**config.mk**
```make
export PLATFORM = sky130hd
export DESIGN_NAME = port_frame_buf
export DESIGN_NICKNAME = d
export VERILOG_FILES = /design/src/rtl/port_frame_buf_pkg.sv /design/src/rtl/port_frame_buf_ram.sv /design/src/rtl/port_frame_buf.sv
export SDC_FILE = /design/constraint.sdc
export NUM_CORES = 2
export LEC_CHECK = 0
export ABC_AREA = 0
export CORE_MARGIN = 2
export CORE_UTILIZATION = 35
export DETAILED_ROUTE_END_ITERATION = 10
export SYNTH_ARGS = -nofsm -noshare
export SYNTH_HDL_FRONTEND = slang
export SYNTH_SLANG_ARGS = --single-unit
```
**constraint.sdc**
```tcl
create_clock -name clk -period 3.1 [get_ports clk]
set_clock_uncertainty 0.05 [all_clocks]
set_input_delay 0.62 -clock clk [delete_from_list [all_inputs] [get_ports clk]]
set_output_delay 0.62 -clock clk [all_outputs]
set_load 0.02 [all_outputs]
```
**src/rtl/port_frame_buf_pkg.sv**
```systemverilog
// Shared definitions for the port frame buffer.
//   state_t    : frame FSM encoding (IDLE=0, FILL=1, DROP=2, DRAIN=3)
//   ADDR_W_DEF : default log2 of the frame buffer depth in bytes
package port_frame_buf_pkg;

  localparam int unsigned ADDR_W_DEF = 8;

  typedef enum logic [1:0] {
    ST_IDLE  = 2'd0,
    ST_FILL  = 2'd1,
    ST_DROP  = 2'd2,
    ST_DRAIN = 2'd3
  } state_t;

endpackage

```
**src/rtl/port_frame_buf_ram.sv**
```systemverilog
// frame_buf_ram: DEPTH x 8 distributed RAM holding one frame.
//   clk     : write clock
//   i_we    : write enable
//   i_waddr : write address
//   i_wdata : write byte
//   i_raddr : read address
//   o_rdata : read byte (asynchronous, combinational from i_raddr)
module frame_buf_ram #(
  parameter int unsigned ADDR_W = 8
) (
  input  logic              clk,
  input  logic              i_we,
  input  logic [ADDR_W-1:0] i_waddr,
  input  logic [7:0]        i_wdata,
  input  logic [ADDR_W-1:0] i_raddr,
  output logic [7:0]        o_rdata
);

  localparam int unsigned DEPTH = 2 ** ADDR_W;

  logic [7:0] r_mem [DEPTH];

  always_ff @(posedge clk) begin
    if (i_we) r_mem[i_waddr] <= i_wdata;
  end

  assign o_rdata = r_mem[i_raddr];

endmodule

```
**src/rtl/port_frame_buf.sv**
```systemverilog
// port_frame_buf: store-and-forward buffer for a single byte-wide frame.
// A whole frame is written into frame_buf_ram, then replayed downstream.
// Frames longer than the buffer are truncated to DEPTH bytes and the sticky
// overflow flag is raised.
//   clk, rst                               : clock, synchronous active-high reset
//   en_wr, en_rd                           : channel enables from the router
//   in_data/in_sof/in_eof/in_src_rdy       : input beat
//   in_dst_rdy                             : input beat accepted
//   out_data/out_sof/out_eof/out_src_rdy   : output beat
//   out_dst_rdy                            : downstream accepts output beat
//   overflow                               : sticky, a frame was truncated
module port_frame_buf
  import port_frame_buf_pkg::*;
#(
  parameter int unsigned ADDR_W = ADDR_W_DEF
) (
  input  logic       clk,
  input  logic       rst,
  input  logic       en_wr,
  input  logic       en_rd,
  input  logic [7:0] in_data,
  input  logic       in_sof,
  input  logic       in_eof,
  input  logic       in_src_rdy,
  output logic       in_dst_rdy,
  output logic [7:0] out_data,
  output logic       out_sof,
  output logic       out_eof,
  output logic       out_src_rdy,
  input  logic       out_dst_rdy,
  output logic       overflow
);

  localparam int unsigned DEPTH = 2 ** ADDR_W;

  state_t            r_state;
  state_t            w_next;
  logic [ADDR_W-1:0] r_wr_ptr;
  logic [ADDR_W-1:0] r_rd_ptr;
  logic [ADDR_W:0]   r_len;
  logic              r_overflow;

  logic              w_in_xfer;
  logic              w_out_xfer;
  logic              w_we;
  logic [ADDR_W-1:0] w_waddr;
  logic [7:0]        w_rdata;
  logic              w_full;
  logic              w_last;

  assign w_in_xfer  = in_src_rdy & in_dst_rdy;
  assign w_out_xfer = out_src_rdy & out_dst_rdy;
  assign w_full     = (r_wr_ptr == '1);
  assign w_last     = ({1'b0, r_rd_ptr} == (r_len - (ADDR_W+1)'(1)));

  // Any sof beat (re)starts the frame at address 0; only FILL stores
  // continuation beats, so IDLE strays and DROP tails never touch the RAM.
  assign w_we    = w_in_xfer & (in_sof | (r_state == ST_FILL));
  assign w_waddr = in_sof ? '0 : r_wr_ptr;

  frame_buf_ram #(.ADDR_W(ADDR_W)) u_ram (
    .clk     (clk),
    .i_we    (w_we),
    .i_waddr (w_waddr),
    .i_wdata (in_data),
    .i_raddr (r_rd_ptr),
    .o_rdata (w_rdata)
  );

  // State register
  always_ff @(posedge clk) begin
    if (rst) r_state <= ST_IDLE;
    else     r_state <= w_next;
  end

  // Next-state logic
  always_comb begin
    w_next = r_state;
    case (r_state)
      ST_IDLE: begin
        if (w_in_xfer && in_sof) w_next = in_eof ? ST_DRAIN : ST_FILL;
      end
      ST_FILL: begin
        if (w_in_xfer) begin
          if (in_sof)      w_next = in_eof ? ST_DRAIN : ST_FILL;
          else if (in_eof) w_next = ST_DRAIN;
          else if (w_full) w_next = ST_DROP;
        end
      end
      ST_DROP: begin
        if (w_in_xfer) begin
          if (in_sof)      w_next = in_eof ? ST_DRAIN : ST_FILL;
          else if (in_eof) w_next = ST_DRAIN;
        end
      end
      ST_DRAIN: begin
        if (w_out_xfer && w_last) w_next = ST_IDLE;
      end
      default: w_next = ST_IDLE;
    endcase
  end

  // Outputs
  always_comb begin
    in_dst_rdy  = en_wr;
    out_src_rdy = 1'b0;
    out_sof     = 1'b0;
    out_eof     = 1'b0;
    out_data    = '0;
    if (r_state == ST_DRAIN) begin
      in_dst_rdy  = 1'b0;
      out_src_rdy = en_rd;
      out_sof     = (r_rd_ptr == '0);
      out_eof     = w_last;
      out_data    = w_rdata;
    end
  end

  assign overflow = r_overflow;

  // Pointers, length and sticky overflow
  always_ff @(posedge clk) begin
    if (rst) begin
      r_wr_ptr   <= '0;
      r_rd_ptr   <= '0;
      r_len      <= '0;
      r_overflow <= 1'b0;
    end else if (r_state == ST_DRAIN) begin
      if (w_out_xfer) begin
        if (w_last) begin
          r_rd_ptr <= '0;
          r_wr_ptr <= '0;
        end else begin
          r_rd_ptr <= r_rd_ptr + ADDR_W'(1);
        end
      end
    end else if (w_in_xfer) begin
      if (in_sof) begin
        r_wr_ptr <= ADDR_W'(1);
        if (in_eof) r_len <= (ADDR_W+1)'(1);
      end else if (r_state == ST_FILL) begin
        if (in_eof) begin
          r_len <= {1'b0, r_wr_ptr} + (ADDR_W+1)'(1);
        end else if (w_full) begin
          // Last slot filled without eof: keep wr_ptr parked so it never wraps.
          r_len      <= (ADDR_W+1)'(DEPTH);
          r_overflow <= 1'b1;
        end else begin
          r_wr_ptr <= r_wr_ptr + ADDR_W'(1);
        end
      end
    end
  end

endmodule
```
==> metrics.md <==
| Metric | Value |
|---|---|
| Post-route cell area | roughly 0.1 mm^2 |
| Synth async-reset ratio | 0% |
| CTS sink cnt | 2,084 |
| Vias | 45,600 |
| Crit-path cells | buf_4 -> buf_16 -> mux4_2 -> nand2b_1 -> a21boi_2 -> nor4_4 -> nand4_1 -> buf_6 -> o32ai_4 -> buf_12 |
| Power per standard cell area | 561 mW/mm^2 |
| Max Cap Viol | 0 |
| Die ar. | 0.238 mm^2 |
| Synth Net Count | 4,249 |
| Clock transition at the registers of the reported paths | 0.06 ns |
| Pre-CTS setup slack | -1.48 ns |
| Final Hold Viols | 0 |
| Synth cell count leaders | 2,048 x edfxtp_1, 354 x mux4_2, 315 x nor2_1, 302 x mux2i_1, 132 x clkbuf_1 |
| Status | finished with violations |
| Hold Startpoint | in_data[5] |
| WP data required | 2.43 ns |
| Post-layout nets | 5,145 |
| First-pass GRT wire length | around 330 mm |
| FF+latch count, synth | around 2,100 |
| Worst VDD drop | 0.000508 V |
| Initial DRC count | approximately 5,500 |
| CTS tree | built |
| CTS max path bufs | 3 |
| Worst Setup Path Type | reg -> out |
| Final ANT Viol Nets | 0 |
| Final period util | 146% |
| Pwr Total | 56.3 mW |
| Non-Filler Instances | around 8,300 |
| Post-placement cell area | between 0.09 and 0.1 mm^2 |
| Row count | 177 |
| Cts bufs inserted | about 210 |
| Area contributors post-synth | edfxtp_1 75%, mux4_2 9.7%, mux2i_1 3.7% |
| Setup WS post-layout | -1.43 ns |
| Placed Cells | roughly 7,900 |
| Initial Util | 35.2% |
| Transition time of the tightest slew-check pin | 0.935 ns |
| Clock Latency Late Sink | between 0.8 and 0.9 ns |
| Delay of the slowest critical-path stage | 0.46 ns |
| Setup TNS | -10.82 ns |
| Post-synthesis cell type count | 74 |
| RSZ-0062 raised after global routing | yes |
| Fin Hold WS | 0.223 ns |
| Core Region | 0.233 mm^2 |
| DR vias/cell | about 5.5 |
| Worst Setup End Kind | output port |
| Cells after Synth | between 4,000 and 5,000 |
| Slowest cell on the critical path | nor4_4 |
| Sequential element share of the synthesized area | 76.0% |
| Syn-to-layout area delta | 22.6% |
| Post-DP HPWL | roughly 160 mm |
| Vias in the first global route | around 46,000 |
| Final Core Density | 43.2% |
| DRT Pass-1 Iters | 5 |
| Worst hold path class | in -> reg |
| Final WL | between 200 and 250 mm |
| Yosys top cell by area | edfxtp_1 |
| Final setup viols | 9 |
| Top_reg_cell synth | edfxtp_1 |
| Failing checks | setup timing |
| Cell family with most CP delay | simple AND/OR/NAND/NOR gates |
| Rel. slew slack | 37.7% |
| Top-count cell post-synth | edfxtp_1 |
| Synthesis warning total | 0 |
| Reg2reg start | r_wr_ptr[0] |
| H-Tree Depth | 4 |
| Top cell type's share of synthesized area | 75.1% |
| Pin count of the biggest net entering global routing | 105 |
| Clock Tree Root | clkbuf_16 |
| Crit path max fanout | 39 |
| Layout cells sized above 1 | 32.6% |
| Post-synth EDFFs | 2,048 |
| Fin. max-slew vios | 0 |
| DIE WIDTH | approximately 490 um |
| Die H | 488 um |
| Remaining DRCs | 0 |
| Post-Syn Area | 0.0819 mm^2 |
| WL/cell | 27.7 um |
| GRT Overall Usage | 19.3% |
| Aggregate global routing overflow | 0 |
| Synthesized area per cell | 19.4 um^2 |
| Buf/Inv on CP | 4 |
| I/O Buffers | 28 |
| Final min period | 4.53 ns |
| Routability congestion estimate | 0.902 |
| Antenna violations before repair | 4 |
| Lkg Pwr | 31.5 nW |
| Crit start category | flip-flop |
| FMAX | ~220 MHz |
| Worst EP arrival | roughly 3.9 ns |
| # IOs | 29 |
-- routing by layer --
| metal | track usage [%] | wire length, um | vias up |
|---|---|---|---|
| met3 | 3.27 | 16500 | 350 |
| met2 | 31.0 | 110000 | 1907 |
| met5 | 0 | 7 | - |
| li1 | - | - | 19300 |
| met4 | 6.08 | 7340 | 2 |
| met1 | 26.8 | 97400 | 24000 |
-- registers in the layout (all words and copies together) (netlist names), named ones only --
register / count
r_state: 2
r_wr_ptr: 8
overflow: 1
u_ram.r_mem: 2048
r_len: 9
r_rd_ptr: 8
-- area by class of cell --
class / instances / area, um^2
flip-flops and latches: 2084 / 62200
inverters: 13 / 50.0
multi-input cells: 1869 / 19000
well taps: 3043 / 3810
diodes: 3 / 7.51
repair buffers: 949 / 8700
clock inverters: 123 / 1160
fillers: 20100 / 132000
clock buffers: 255 / 5480
-- final timing paths --
kind | slack [ns] | to | cells after the start
max | -1.43 | out_data[3] | 10
min | 0.22 | u_ram.r_mem[79][5] | 1
max reg2reg | 0.44 | r_wr_ptr[0] | 6
min reg2reg | 0.43 | overflow | 2
-- logic make-up (layout without fill, tap and decap cells) --
| logic type | Yosys count | in the layout | share of synthesized area (%) |
|---|---|---|---|
| adders and majority gates | 4 | 4 | 0.0611 |
| buffers and inverters | 276 | 1340 | 1.85 |
| and+or+nand+nor | 714 | 714 | 4.09 |
| xor gates and xnor gates | 24 | 24 | 0.257 |
| muxes | 671 | 671 | 13.8 |
| DFF | 2084 | 2084 | 76.0 |
| other | 0 | 3 | 0 |
| AOI/OAI and AO/OA | 456 | 456 | 3.99 |
-- what timing repair did --
item / CTS / global route
hold buffers: 0 / 0
gates resized for setup: 158 / 63
cloned: 4 / 0
pin swaps: 22 / 18
setup endpoints to repair: 10 / 10
buffers inserted: 15 / 17
hold endpoints to repair: 0 / 0
-- power by group --
group	switching (mW)	total, mW	internal (mW)
Combinational	0.568	0.690	0.122
Sequential	0.00451	30.9	30.9
Clock	10.6	24.7	14.0
-- layout by cell type, fill, tap and decap left out, types with 20 or more instances in the layout --
master     instances
a211oi_1          26
a21oi_1           45
a22oi_1           33
buf_12            94
buf_4            798
buf_6             25
clkbuf_1          41
clkbuf_16        211
clkinv_1          47
clkinv_2          41
dfxtp_1           25
edfxtp_1        2048
mux2i_1          302
mux4_2           355
nand2_1           98
nand3_1           50
nand4_1           20
nor2_1           313
nor3_1            77
o21ai_0           31
o221ai_1          92
o22ai_1           88
Power figures use the tool's default switching activity.
